<file path="src/rtl/ex_pkg.sv">
// Shared constants for the execute-to-memory stage: branch condition codes,
// result-source encodings, skid-buffer state encoding and entry sizing.
package ex_pkg;

  // Branch condition codes (funct3)
  localparam logic [2:0] BEQ  = 3'b000;
  localparam logic [2:0] BNE  = 3'b001;
  localparam logic [2:0] BLT  = 3'b100;
  localparam logic [2:0] BGE  = 3'b101;
  localparam logic [2:0] BLTU = 3'b110;
  localparam logic [2:0] BGEU = 3'b111;

  // Write-back result source select
  localparam logic [1:0] RES_ALU = 2'b00;
  localparam logic [1:0] RES_MEM = 2'b01;
  localparam logic [1:0] RES_PC4 = 2'b10;

  typedef enum logic [1:0] {
    StEmpty = 2'b00,
    StOne   = 2'b01,
    StFull  = 2'b10
  } state_e;

  // Packed entry: {res, store_data, pc_plus4, rd, reg_write, mem_write, result_src}
  function automatic int unsigned entry_width(input int unsigned xlen, input int unsigned ra_w);
    return 3 * xlen + ra_w + 4;
  endfunction

  localparam int unsigned ENTRY_W = entry_width(32, 5);

endpackage

</file>
<file path="src/rtl/branch_cond_unit.sv">
// Combinational branch resolution from ALU flags. Signed vs unsigned compare
// is selected upstream, so lt is used as-is for both signednesses.
module branch_cond_unit
  import ex_pkg::*;
(
  input  logic [2:0] funct3,
  input  logic       is_branch,
  input  logic       is_jump,
  input  logic       zero,
  input  logic       lt,
  output logic       taken
);

  logic cond;

  // Decode the condition code against the flags; jumps override everything
  always_comb begin
    cond = 1'b0;
    case (funct3)
      BEQ:         cond = zero;
      BNE:         cond = ~zero;
      BLT, BLTU:   cond = lt;
      BGE, BGEU:   cond = ~lt;
      default:     cond = 1'b0;
    endcase
    taken = is_jump | (is_branch & cond);
  end

endmodule

</file>
<file path="src/rtl/ex_mem_stage.sv">
// Execute-to-memory pipeline stage: 2-entry skid buffer (EMPTY/ONE/FULL) with
// valid/ready on both sides, plus a registered one-cycle PC redirect for taken
// branches and jumps. Optional counters enabled by EX_MEM_STATS_EN.
module ex_mem_stage
  import ex_pkg::*;
#(
  parameter int unsigned XLEN = 32,
  parameter int unsigned RA_W = 5
) (
  input  logic            clk,
  input  logic            rst,
  input  logic            in_valid,
  output logic            in_ready,
  input  logic [XLEN-1:0] alu_res,
  input  logic            alu_zero,
  input  logic            alu_lt,
  input  logic [XLEN-1:0] store_data,
  input  logic [XLEN-1:0] pc_plus4,
  input  logic [XLEN-1:0] br_target,
  input  logic [RA_W-1:0] rd,
  input  logic            reg_write,
  input  logic            mem_write,
  input  logic [1:0]      result_src,
  input  logic            is_branch,
  input  logic            is_jump,
  input  logic [2:0]      funct3,
  input  logic            flush,
  output logic            out_valid,
  input  logic            out_ready,
  output logic [XLEN-1:0] out_res,
  output logic [XLEN-1:0] out_store_data,
  output logic [XLEN-1:0] out_pc_plus4,
  output logic [RA_W-1:0] out_rd,
  output logic            out_reg_write,
  output logic            out_mem_write,
  output logic [1:0]      out_result_src,
  output logic            redirect_valid,
  output logic [XLEN-1:0] redirect_pc
`ifdef EX_MEM_STATS_EN
  ,
  output logic [31:0]     stat_taken,
  output logic [31:0]     stat_stall
`endif
);

  localparam int unsigned EntryW = entry_width(XLEN, RA_W);

  state_e            state_q;
  logic [EntryW-1:0] slot0_q, slot1_q;
  logic [EntryW-1:0] in_entry;
  logic              redirect_valid_q;
  logic [XLEN-1:0]   redirect_pc_q;
  logic              in_fire, out_fire, taken, redirect_set;

  branch_cond_unit u_branch_cond (
    .funct3    (funct3),
    .is_branch (is_branch),
    .is_jump   (is_jump),
    .zero      (alu_zero),
    .lt        (alu_lt),
    .taken     (taken)
  );

  assign in_entry = {alu_res, store_data, pc_plus4, rd, reg_write, mem_write, result_src};

  assign in_ready     = (state_q != StFull);
  assign out_valid    = (state_q != StEmpty);
  assign in_fire      = in_valid & in_ready;
  assign out_fire     = out_valid & out_ready;
  // A flushed bundle is dropped entirely, including its redirect
  assign redirect_set = in_fire & taken & ~flush;

  // slot0_q is always the head; on a FULL pop the tail shifts into it
  assign {out_res, out_store_data, out_pc_plus4, out_rd,
          out_reg_write, out_mem_write, out_result_src} = slot0_q;

  assign redirect_valid = redirect_valid_q;
  assign redirect_pc    = redirect_pc_q;

  // Skid-buffer FSM with entry storage and registered redirect
  always_ff @(posedge clk) begin
    if (rst) begin
      state_q          <= StEmpty;
      slot0_q          <= '0;
      slot1_q          <= '0;
      redirect_valid_q <= 1'b0;
      redirect_pc_q    <= '0;
    end else begin
      redirect_valid_q <= redirect_set;
      if (redirect_set) begin
        redirect_pc_q <= br_target;
      end
      if (flush) begin
        state_q <= StEmpty;
      end else begin
        case (state_q)
          StEmpty: begin
            if (in_fire) begin
              slot0_q <= in_entry;
              state_q <= StOne;
            end
          end
          StOne: begin
            if (in_fire && out_fire) begin
              slot0_q <= in_entry;
            end else if (in_fire) begin
              slot1_q <= in_entry;
              state_q <= StFull;
            end else if (out_fire) begin
              state_q <= StEmpty;
            end
          end
          StFull: begin
            if (out_fire) begin
              slot0_q <= slot1_q;
              state_q <= StOne;
            end
          end
          default: state_q <= StEmpty;
        endcase
      end
    end
  end

`ifdef EX_MEM_STATS_EN
  logic [31:0] stat_taken_q, stat_stall_q;

  // Free-running wrap-around counters; flush does not touch them
  always_ff @(posedge clk) begin
    if (rst) begin
      stat_taken_q <= '0;
      stat_stall_q <= '0;
    end else begin
      if (redirect_set) begin
        stat_taken_q <= stat_taken_q + 32'd1;
      end
      if (in_valid && !in_ready) begin
        stat_stall_q <= stat_stall_q + 32'd1;
      end
    end
  end

  assign stat_taken = stat_taken_q;
  assign stat_stall = stat_stall_q;
`endif

endmodule

</file>
<file path="config.mk">
export PLATFORM = sky130hd
export DESIGN_NAME = ex_mem_stage
export DESIGN_NICKNAME = d
export VERILOG_FILES = /design/src/rtl/ex_pkg.sv /design/src/rtl/branch_cond_unit.sv /design/src/rtl/ex_mem_stage.sv
export SDC_FILE = /design/constraint.sdc
export NUM_CORES = 1
export LEC_CHECK = 0
export ABC_CLOCK_PERIOD_IN_PS = 2100
export CAP_MARGIN = 20
export CORE_UTILIZATION = 40
export CTS_CLUSTER_SIZE = 24
export DETAILED_ROUTE_END_ITERATION = 10
export PLACE_DENSITY = 0.81
export SETUP_SLACK_MARGIN = 0.15
export SYNTH_ARGS = -nofsm -noshare
export SYNTH_HDL_FRONTEND = slang
export SYNTH_SLANG_ARGS = --single-unit
</file>
<file path="constraint.sdc">
create_clock -name clk -period 2.1 [get_ports clk]
set_input_delay 0.315 -clock clk [delete_from_list [all_inputs] [get_ports clk]]
set_output_delay 0.315 -clock clk [all_outputs]
set_load 0.05 [all_outputs]
</file>
==> reports/metrics.cfg, run 1 <==
[run_status]
outcome=completed

[clocking]
clock-sinks=245
cts_tree=done
post-cts-setup-buffers=0
path_clk_slew_ns=0.06
htreeDepth=1
cts-buffers-inserted=27
clockRootBuffer=clkbuf_16
cts_buffer_depth=3
clk_latency_ns=0.53

[setup_path]
cpPeakStageDelay_ns=0.41
startpoint=state_q[0]
start_kind=register
arrival_ns=2.30
critical_path_required_ns=2.54
crit_chain=nand2b_4 -> nand3_1 -> o31ai_4 -> buf_12 -> mux2i_1
cp_slowest_cell=dfxtp_1
endpoint_kind=register
crit_type=reg2reg
reg2reg_slack_ns=0.23
r2r_cells=5
r2r_end=redirect_pc[7]
r2r-start=state_q[0]
path_max_fanout=33

[power_and_ir_drop]
combPwrFrac_pct=16.8
power_switching_mw=3.25
switching_share_pct=28.2
seq_power_share_pct=43.0
power.density_nw_per_um2=817
ir_drop_mv=0.519
power_frac_clock_pct=40.2
p_int_mw=8.28
p_leak_nw=6.11

[synthesis]
postSynthCellCount=1111
synth_cell_types=27
ys.warnings.count=0
yosys_register_bits=245
ys_seq_area_share_pct=48.3
syn_area_um2=10100
syn-num-nets=1260
syn_area_per_cell_um2=9.13

[floorplan]
rows=57
start_util_pct=41.2
coreArea_um2=24600
fp.dieW_um=161
die_h_um=161
num_io_pins=289
design.die.area_um2=26000

[cells_and_area]
fin_area_um2=14100
postLayoutCoreUtil_pct=57.3
multiInputGateArea_um2=4740
n_fill_cell=2191
final_cell_mix=245 x dfxtp_1, 211 x a21oi_1, 211 x nand2_1
drive_gt1_share_pct=6.52
fin_cells=1691
area_growth_pct=39.0
fin_nets=1495
final_common_cell=dfxtp_1
final-seq-area_um2=4900

[sta]
whs_ns=0.277
fin_setup_tns_ns=0
period_share_pct=89.0
max_slew_margin_pct=60.3
setup_violations=0
slew_violations=0
grt_setup_unrepaired=no
fin_crit_ns=1.87
tightestPinTransition_ns=0.596
fmax_mhz=535
hold_viol_final=0
fin_skew_ns=0.0145

[detailed_routing]
drtIter0Drc=534
routedWlPerCell_um=16.8
num_vias=9061
drc=0
ant_nets=0
firstDrtPassIters=5
routed_wl_mm=28.3
vias_per_cell=5.36

[global_route]
antenna_found_initial=1
overflow=0
grt_pass1_vias=8793
grtUsageTotal_pct=21.1
grt_pass1_wl_mm=45.1
grt_start_max_net_pins=93

[place]
place_area_um2=13400
gp_congestion=0.814
portBuffers=288
dp_hpwl_mm=18.6
place_inst=1641

[hold_path]
min_from=rst
holdPathStages=2
whs_endpoint=redirect_valid
hold_path_class=in2reg

[flow_run]
maxCapViolCount=0

-- per-stage QoR --
step | worst slack [ns] | total power, mW
finish | 0.231 | 11.5
global route | 0.156 | 12.0
floorplan | 0.535 | 6.25
detailed placement | -0.0473 | 7.11
global placement | 0.0137 | 7.08
CTS | 0.0775 | 11.6
-- how the worst max path moves through the flow --
stage | endpoint | slack [ns] | depth (start not counted)
2_1_floorplan | redirect_pc[10] | 0.53 | 6
4_1_cts | out_valid | 0.08 | 2
6_report | redirect_pc[7] | 0.23 | 5
3_5_place_dp | redirect_pc[7] | -0.05 | 6
5_1_grt | redirect_pc[7] | 0.16 | 5
3_3_place_gp | redirect_pc[14] | 0.01 | 6
-- synth_stat cells --
cell	instances	area, µm²
nand3b_1	1	7.51
inv_1	1	3.75
a311oi_1	105	920
o31ai_4	1	21.3
or2_2	1	6.26
a221oi_1	1	8.76
buf_6	1	11.3
o22a_1	1	8.76
or2b_1	1	7.51
o311a_1	1	10.0
clkbuf_4	1	7.51
nor2b_1	4	25.0
nand3_1	3	15.0
o21ai_1	1	5.00
buf_4	8	60.1
clkbuf_1	76	285
mux2i_1	138	1380
nor3_1	1	5.00
nand2_1	211	792
buf_8	3	45.0
buf_2	26	130
and3_1	1	6.26
a21oi_1	211	1060
dfxtp_1	245	4900
nor2_1	1	3.75
a2111oi_0	1	8.76
nand2b_1	66	413
-- layout make-up --
type / count / share of cell area [%]
antenna: 1 / 0.0177
clock buffer: 33 / 5.16
clock inverter: 16 / 1.03
inverter: 1 / 0.0621
multi-input combinational: 750 / 33.6
sequential: 245 / 34.8
tap: 324 / 2.87
timing repair buffer: 321 / 22.5
-- power groups by stage --
stage	Sequential, mW	Clock [mW]	Combinational [mW]
final	4.95	4.64	1.94
after global routing	4.97	4.93	2.05
after CTS	4.95	4.74	1.94
after detailed placement	5.06	0	2.05
after global placement	5.05	0	2.03
after floorplan	5.65	0	0.599
-- flip-flops by register name (all words and copies together), names as in the netlist --
register and count:
redirect_valid 1, slot0_q 105, slot1_q 105, state_q 2
redirect_pc 32
-- what timing repair did --
item | CTS | global route
hold buffers | 0 | 0
endpoints found under the setup margin | 139 | 1
gates resized for setup | 139 | 2
-- worst max-delay path: cells and delay by family (launching register included) --
| family | cells | cell delay (ns) |
|---|---|---|
| AO/OA/AOI/OAI | 1 | 0.29 |
| buffers and inverters | 1 | 0.27 |
| flip-flops | 1 | 0.41 |
| multiplexers | 1 | 0.29 |
| AND/OR/NAND/NOR | 2 | 0.50 |
-- cell families after synthesis --
logic type | share of synthesized area (%)
simple gates | 12.6
mux | 13.6
buf+inv | 5.35
compound gates | 20.1
flops | 48.3
-- per-layer routing --
metal	wire, µm	vias to the layer above	global-route usage (%)
li1	-	4436	-
met1	12200	4215	26.7
met2	13200	338	35.0
met3	1810	72	4.03
met4	1190	0	9.26
met5	0	-	0
No activity file was read; power rests on OpenSTA's default activity.
==> run 2, diff against run 1 <==
- CORE_UTILIZATION: 40 -> 39
- PLACE_DENSITY: 0.81 -> 0.79
==> reports/metrics.cfg, run 2 (same netlist as run 1, synthesis figures left out) <==
[run_status]
outcome=completed

[cells_and_area]
area_growth_pct=39.8
drive_gt1_share_pct=6.21
fin_nets=1497
fin_cells=1700
final_common_cell=dfxtp_1
final_cell_mix=245 x dfxtp_1, 211 x a21oi_1, 211 x nand2_1

[hold_path]
hold_path_class=in2reg

[power_and_ir_drop]
p_leak_nw=6.12
ir_drop_mv=0.526
power.density_nw_per_um2=810

[global_route]
grt_use_met1_pct=27.1
overflow=0
antenna_found_initial=3
grt_pass1_wl_mm=44.5
grtUsageTotal_pct=20.4
grt_pass1_vias=8392
grt_start_max_net_pins=125
globalRouteMet2Util_pct=32.8
grt_busiest_layer=met2
use_met3_pct=4.57

[floorplan]
rows=58
start_util_pct=40.1
fp.dieW_um=163
coreArea_um2=25300
die_h_um=163
num_io_pins=289
design.die.area_um2=26700

[flow_run]
maxCapViolCount=0

[sta]
hold_viol_final=0
tightestPinTransition_ns=0.759
period_share_pct=86.2
grt_setup_unrepaired=no
max_slew_margin_pct=49.4
whs_ns=0.340
setup_violations=0
fin_skew_ns=0.0204
slew_violations=0
fin_crit_ns=1.81
fmax_mhz=552

[place]
place_inst=1649
portBuffers=288
dp_hpwl_mm=18.4
gp_congestion=0.782

[detailed_routing]
routed_wl_mm=28.2
vias_per_cell=5.32
drtIter0Drc=588
firstDrtPassIters=5
num_vias=9050
drc=0
ant_nets=0
routedWlPerCell_um=16.6

[setup_path]
arrival_ns=1.50
cp_slowest_cell=dfxtp_1
start_kind=register
crit_type=reg2out
cpPeakStageDelay_ns=0.38
endpoint_kind=primary output
path_max_fanout=7
critical_path_required_ns=1.78
crit_chain=or2_2 -> clkbuf_2

[clocking]
clk_latency_ns=0.54
clockRootBuffer=clkbuf_16
path_clk_slew_ns=0.06
post-cts-setup-buffers=0
clock-sinks=245
cts_buffer_depth=3
cts_tree=done
htreeDepth=1
hold_buffers=0
cts-buffers-inserted=27

==> run 2: cell count changes in the layout (fill, tap and decap cells not counted), sizes merged <==
cell      previous run  this run
buf                 35        36
bufinv               2         1
clkbuf              34        43
clkinv              12         5
clkinvlp             0         1
diode                1         2
inv                  3         2
==> run 2: per-stage QoR <==
step                      cell area, µm²  util (%)  setup WS [ns]  setup TNS, ns  total power, mW
after detailed placement           13500      53.3        -0.0889          -2.17             7.13
after global routing               14200      56.0          0.213              0             11.9
final                              14200      56.0          0.290              0             11.5
after floorplan                    10100         -          0.535              0             6.25
after CTS                          14200      56.0         0.0605              0             11.6
after global placement             13500      53.3        -0.0296         -0.729             7.10
==> run 2: layout make-up <==
class                   count  area (µm²)
flip-flops and latches    245        4900
fillers                  2309       11100
multi-input cells         750        4740
clock inverters             8        82.6
clock buffers              41         778
well taps                 330         413
inverters                   1        8.76
repair buffers            323        3260
diodes                      2        5.00
==> run 2: what timing repair did <==
action	in CTS	in global routing
endpoints found under the setup margin	139	1
gates resized for setup	139	2
hold endpoints to repair	0	0
==> run 2: report_power, final <==
part           total [mW]  switching (mW)  internal (mW)
sequential           4.95           0.104           4.85
clock                4.59            1.90           2.68
combinational        1.96            1.22          0.736
==> run 2: critical path: cells and delay by family (launching register included) <==
kind / cells / cell delay (ns)
DFF: 1 / 0.38
and+or+nand+nor: 1 / 0.34
buffers and inverters: 1 / 0.24
==> run 2: worst paths after layout <==
check / startpoint / end / slack (ns) / cells past startpoint
worst min-delay path: rd[3] / slot1_q[7] / 0.34 / 3
worst max-delay path: state_q[1] / out_valid / 0.29 / 2
worst min register to register: slot1_q[88] / slot1_q[88] / 0.45 / 2
worst max register to register: state_q[0] / redirect_pc[15] / 0.37 / 5
==> run 2: metal layers <==
layer	wire length (µm)	vias to the layer above
met1	12200	4224
li1	-	4445
met5	0	-
met3	2230	46
met2	13100	335
met4	672	0
==> run 3, diff against run 2 <==
- PLACE_DENSITY: 0.79 -> 0.67
==> reports/metrics.cfg, run 3 (same netlist as run 1, synthesis figures left out) <==
[run_status]
outcome=completed

[sta]
fin_skew_ns=0.00869
whs_ns=0.351
period_share_pct=88.9
fin_crit_ns=1.87
slew_violations=0
max_slew_margin_pct=60.9
grt_setup_unrepaired=no
setup_violations=0
tightestPinTransition_ns=0.588
fmax_mhz=535
hold_viol_final=0

[floorplan]
rows=58
start_util_pct=40.1
design.die.area_um2=26700
fp.dieW_um=163
coreArea_um2=25300
num_io_pins=289
die_h_um=163

[place]
portBuffers=288
gp_congestion=0.788
dp_hpwl_mm=18.1

[clocking]
cts_tree=done
htreeDepth=1
clock-sinks=245
clk_latency_ns=0.52
path_clk_slew_ns=0.06
cts_buffer_depth=3
clockRootBuffer=clkbuf_16
hold_buffers=0
cts-buffers-inserted=27

[detailed_routing]
vias_per_cell=5.22
firstDrtPassIters=4
ant_nets=0
drc=0
drtIter0Drc=551
routed_wl_mm=28.4
num_vias=8867
routedWlPerCell_um=16.7

[setup_path]
arrival_ns=1.55
r2r_cells=5
crit_type=reg2out
critical_path_required_ns=1.78
r2r-start=state_q[0]
path_max_fanout=16
cpPeakStageDelay_ns=0.42
r2r_end=slot0_q[22]
reg2reg_slack_ns=0.30
crit_chain=nand2b_4 -> buf_16 -> buf_12
critPathTopFamily=flip-flops
crit_buf_inv=2
endpoint_kind=primary output
start_kind=register
cp_slowest_cell=dfxtp_1

[global_route]
use_met3_pct=4.04
grt_use_met1_pct=27.8
overflow=0
globalRouteMet2Util_pct=33.0
grtUsageTotal_pct=20.6
grt_pass1_wl_mm=44.6
antenna_found_initial=2
grt_start_max_net_pins=98
grt_busiest_layer=met2
grt_pass1_vias=8168

[cells_and_area]
fin_nets=1496
drive_gt1_share_pct=6.80
area_growth_pct=40.2
final_common_cell=dfxtp_1
final_cell_mix=244 x dfxtp_1, 211 x a21oi_1, 211 x nand2_1

[power_and_ir_drop]
power.total_mw=11.6
ir_drop_mv=0.524
p_leak_nw=6.16
power.density_nw_per_um2=816

[hold_path]
hold_path_class=in2reg
whs_endpoint=redirect_valid
min_from=rst
holdPathStages=2

[flow_run]
maxCapViolCount=0

## run 3: area by class of cell
class / count / area (µm²)
multi-input combinational: 750 / 4740
sequential: 245 / 4910
clock buffer: 38 / 817
fill: 2291 / 11100
timing repair buffer: 322 / 3260
antenna: 1 / 2.50
clock inverter: 11 / 80.1
tap: 330 / 413
inverter: 1 / 8.76
## run 3: power by group
| part | internal [mW] | total [mW] | switching (mW) |
|---|---|---|---|
| clock | 2.81 | 4.72 | 1.91 |
| sequential | 4.85 | 4.95 | 0.102 |
| combinational | 0.721 | 1.94 | 1.22 |
## run 3: worst max path at each step
| stage | endpoint | slack, ns | cells after the start | from |
|---|---|---|---|---|
| 2_1_floorplan | redirect_pc[10] | 0.53 | 6 | state_q[0] |
| 3_3_place_gp | redirect_pc[25] | 0.01 | 6 | in_valid |
| 3_5_place_dp | redirect_pc[8] | -0.04 | 6 | funct3[2] |
| 4_1_cts | out_valid | 0.05 | 2 | state_q[1] |
| 5_1_grt | in_ready | 0.17 | 3 | state_q[0] |
| 6_report | in_ready | 0.23 | 3 | state_q[0] |
## run 3: layer usage
metal  part of all wire [%]  vias to the layer above  routed length, µm
li1                       -                     4437                  -
met1                     45                     4095              12800
met2                     46                      293              13000
met3                    7.0                       40               1980
met4                    2.2                        2                629
met5                  0.049                        -                 14
## run 3: through the flow
step                setup TNS (ns)  cells  setup slack (ns)  cell area [µm²]  util [%]
floorplan                        0   1111             0.535            10100         -
global placement                 0   1647           0.00977            13500      53.1
detailed placement          -0.352   1647           -0.0406            13500      53.1
CTS                              0   1696            0.0481            14200      56.0
global route                     0   1698             0.166            14200      56.2
finish                           0   1698             0.233            14200      56.2
## run 3: timing repair
action	4_1_cts	5_1_grt
endpoints found under the setup margin	140	2
hold endpoints to repair	0	0
buffers inserted	0	0
gates cloned	0	1
resized for setup	142	4
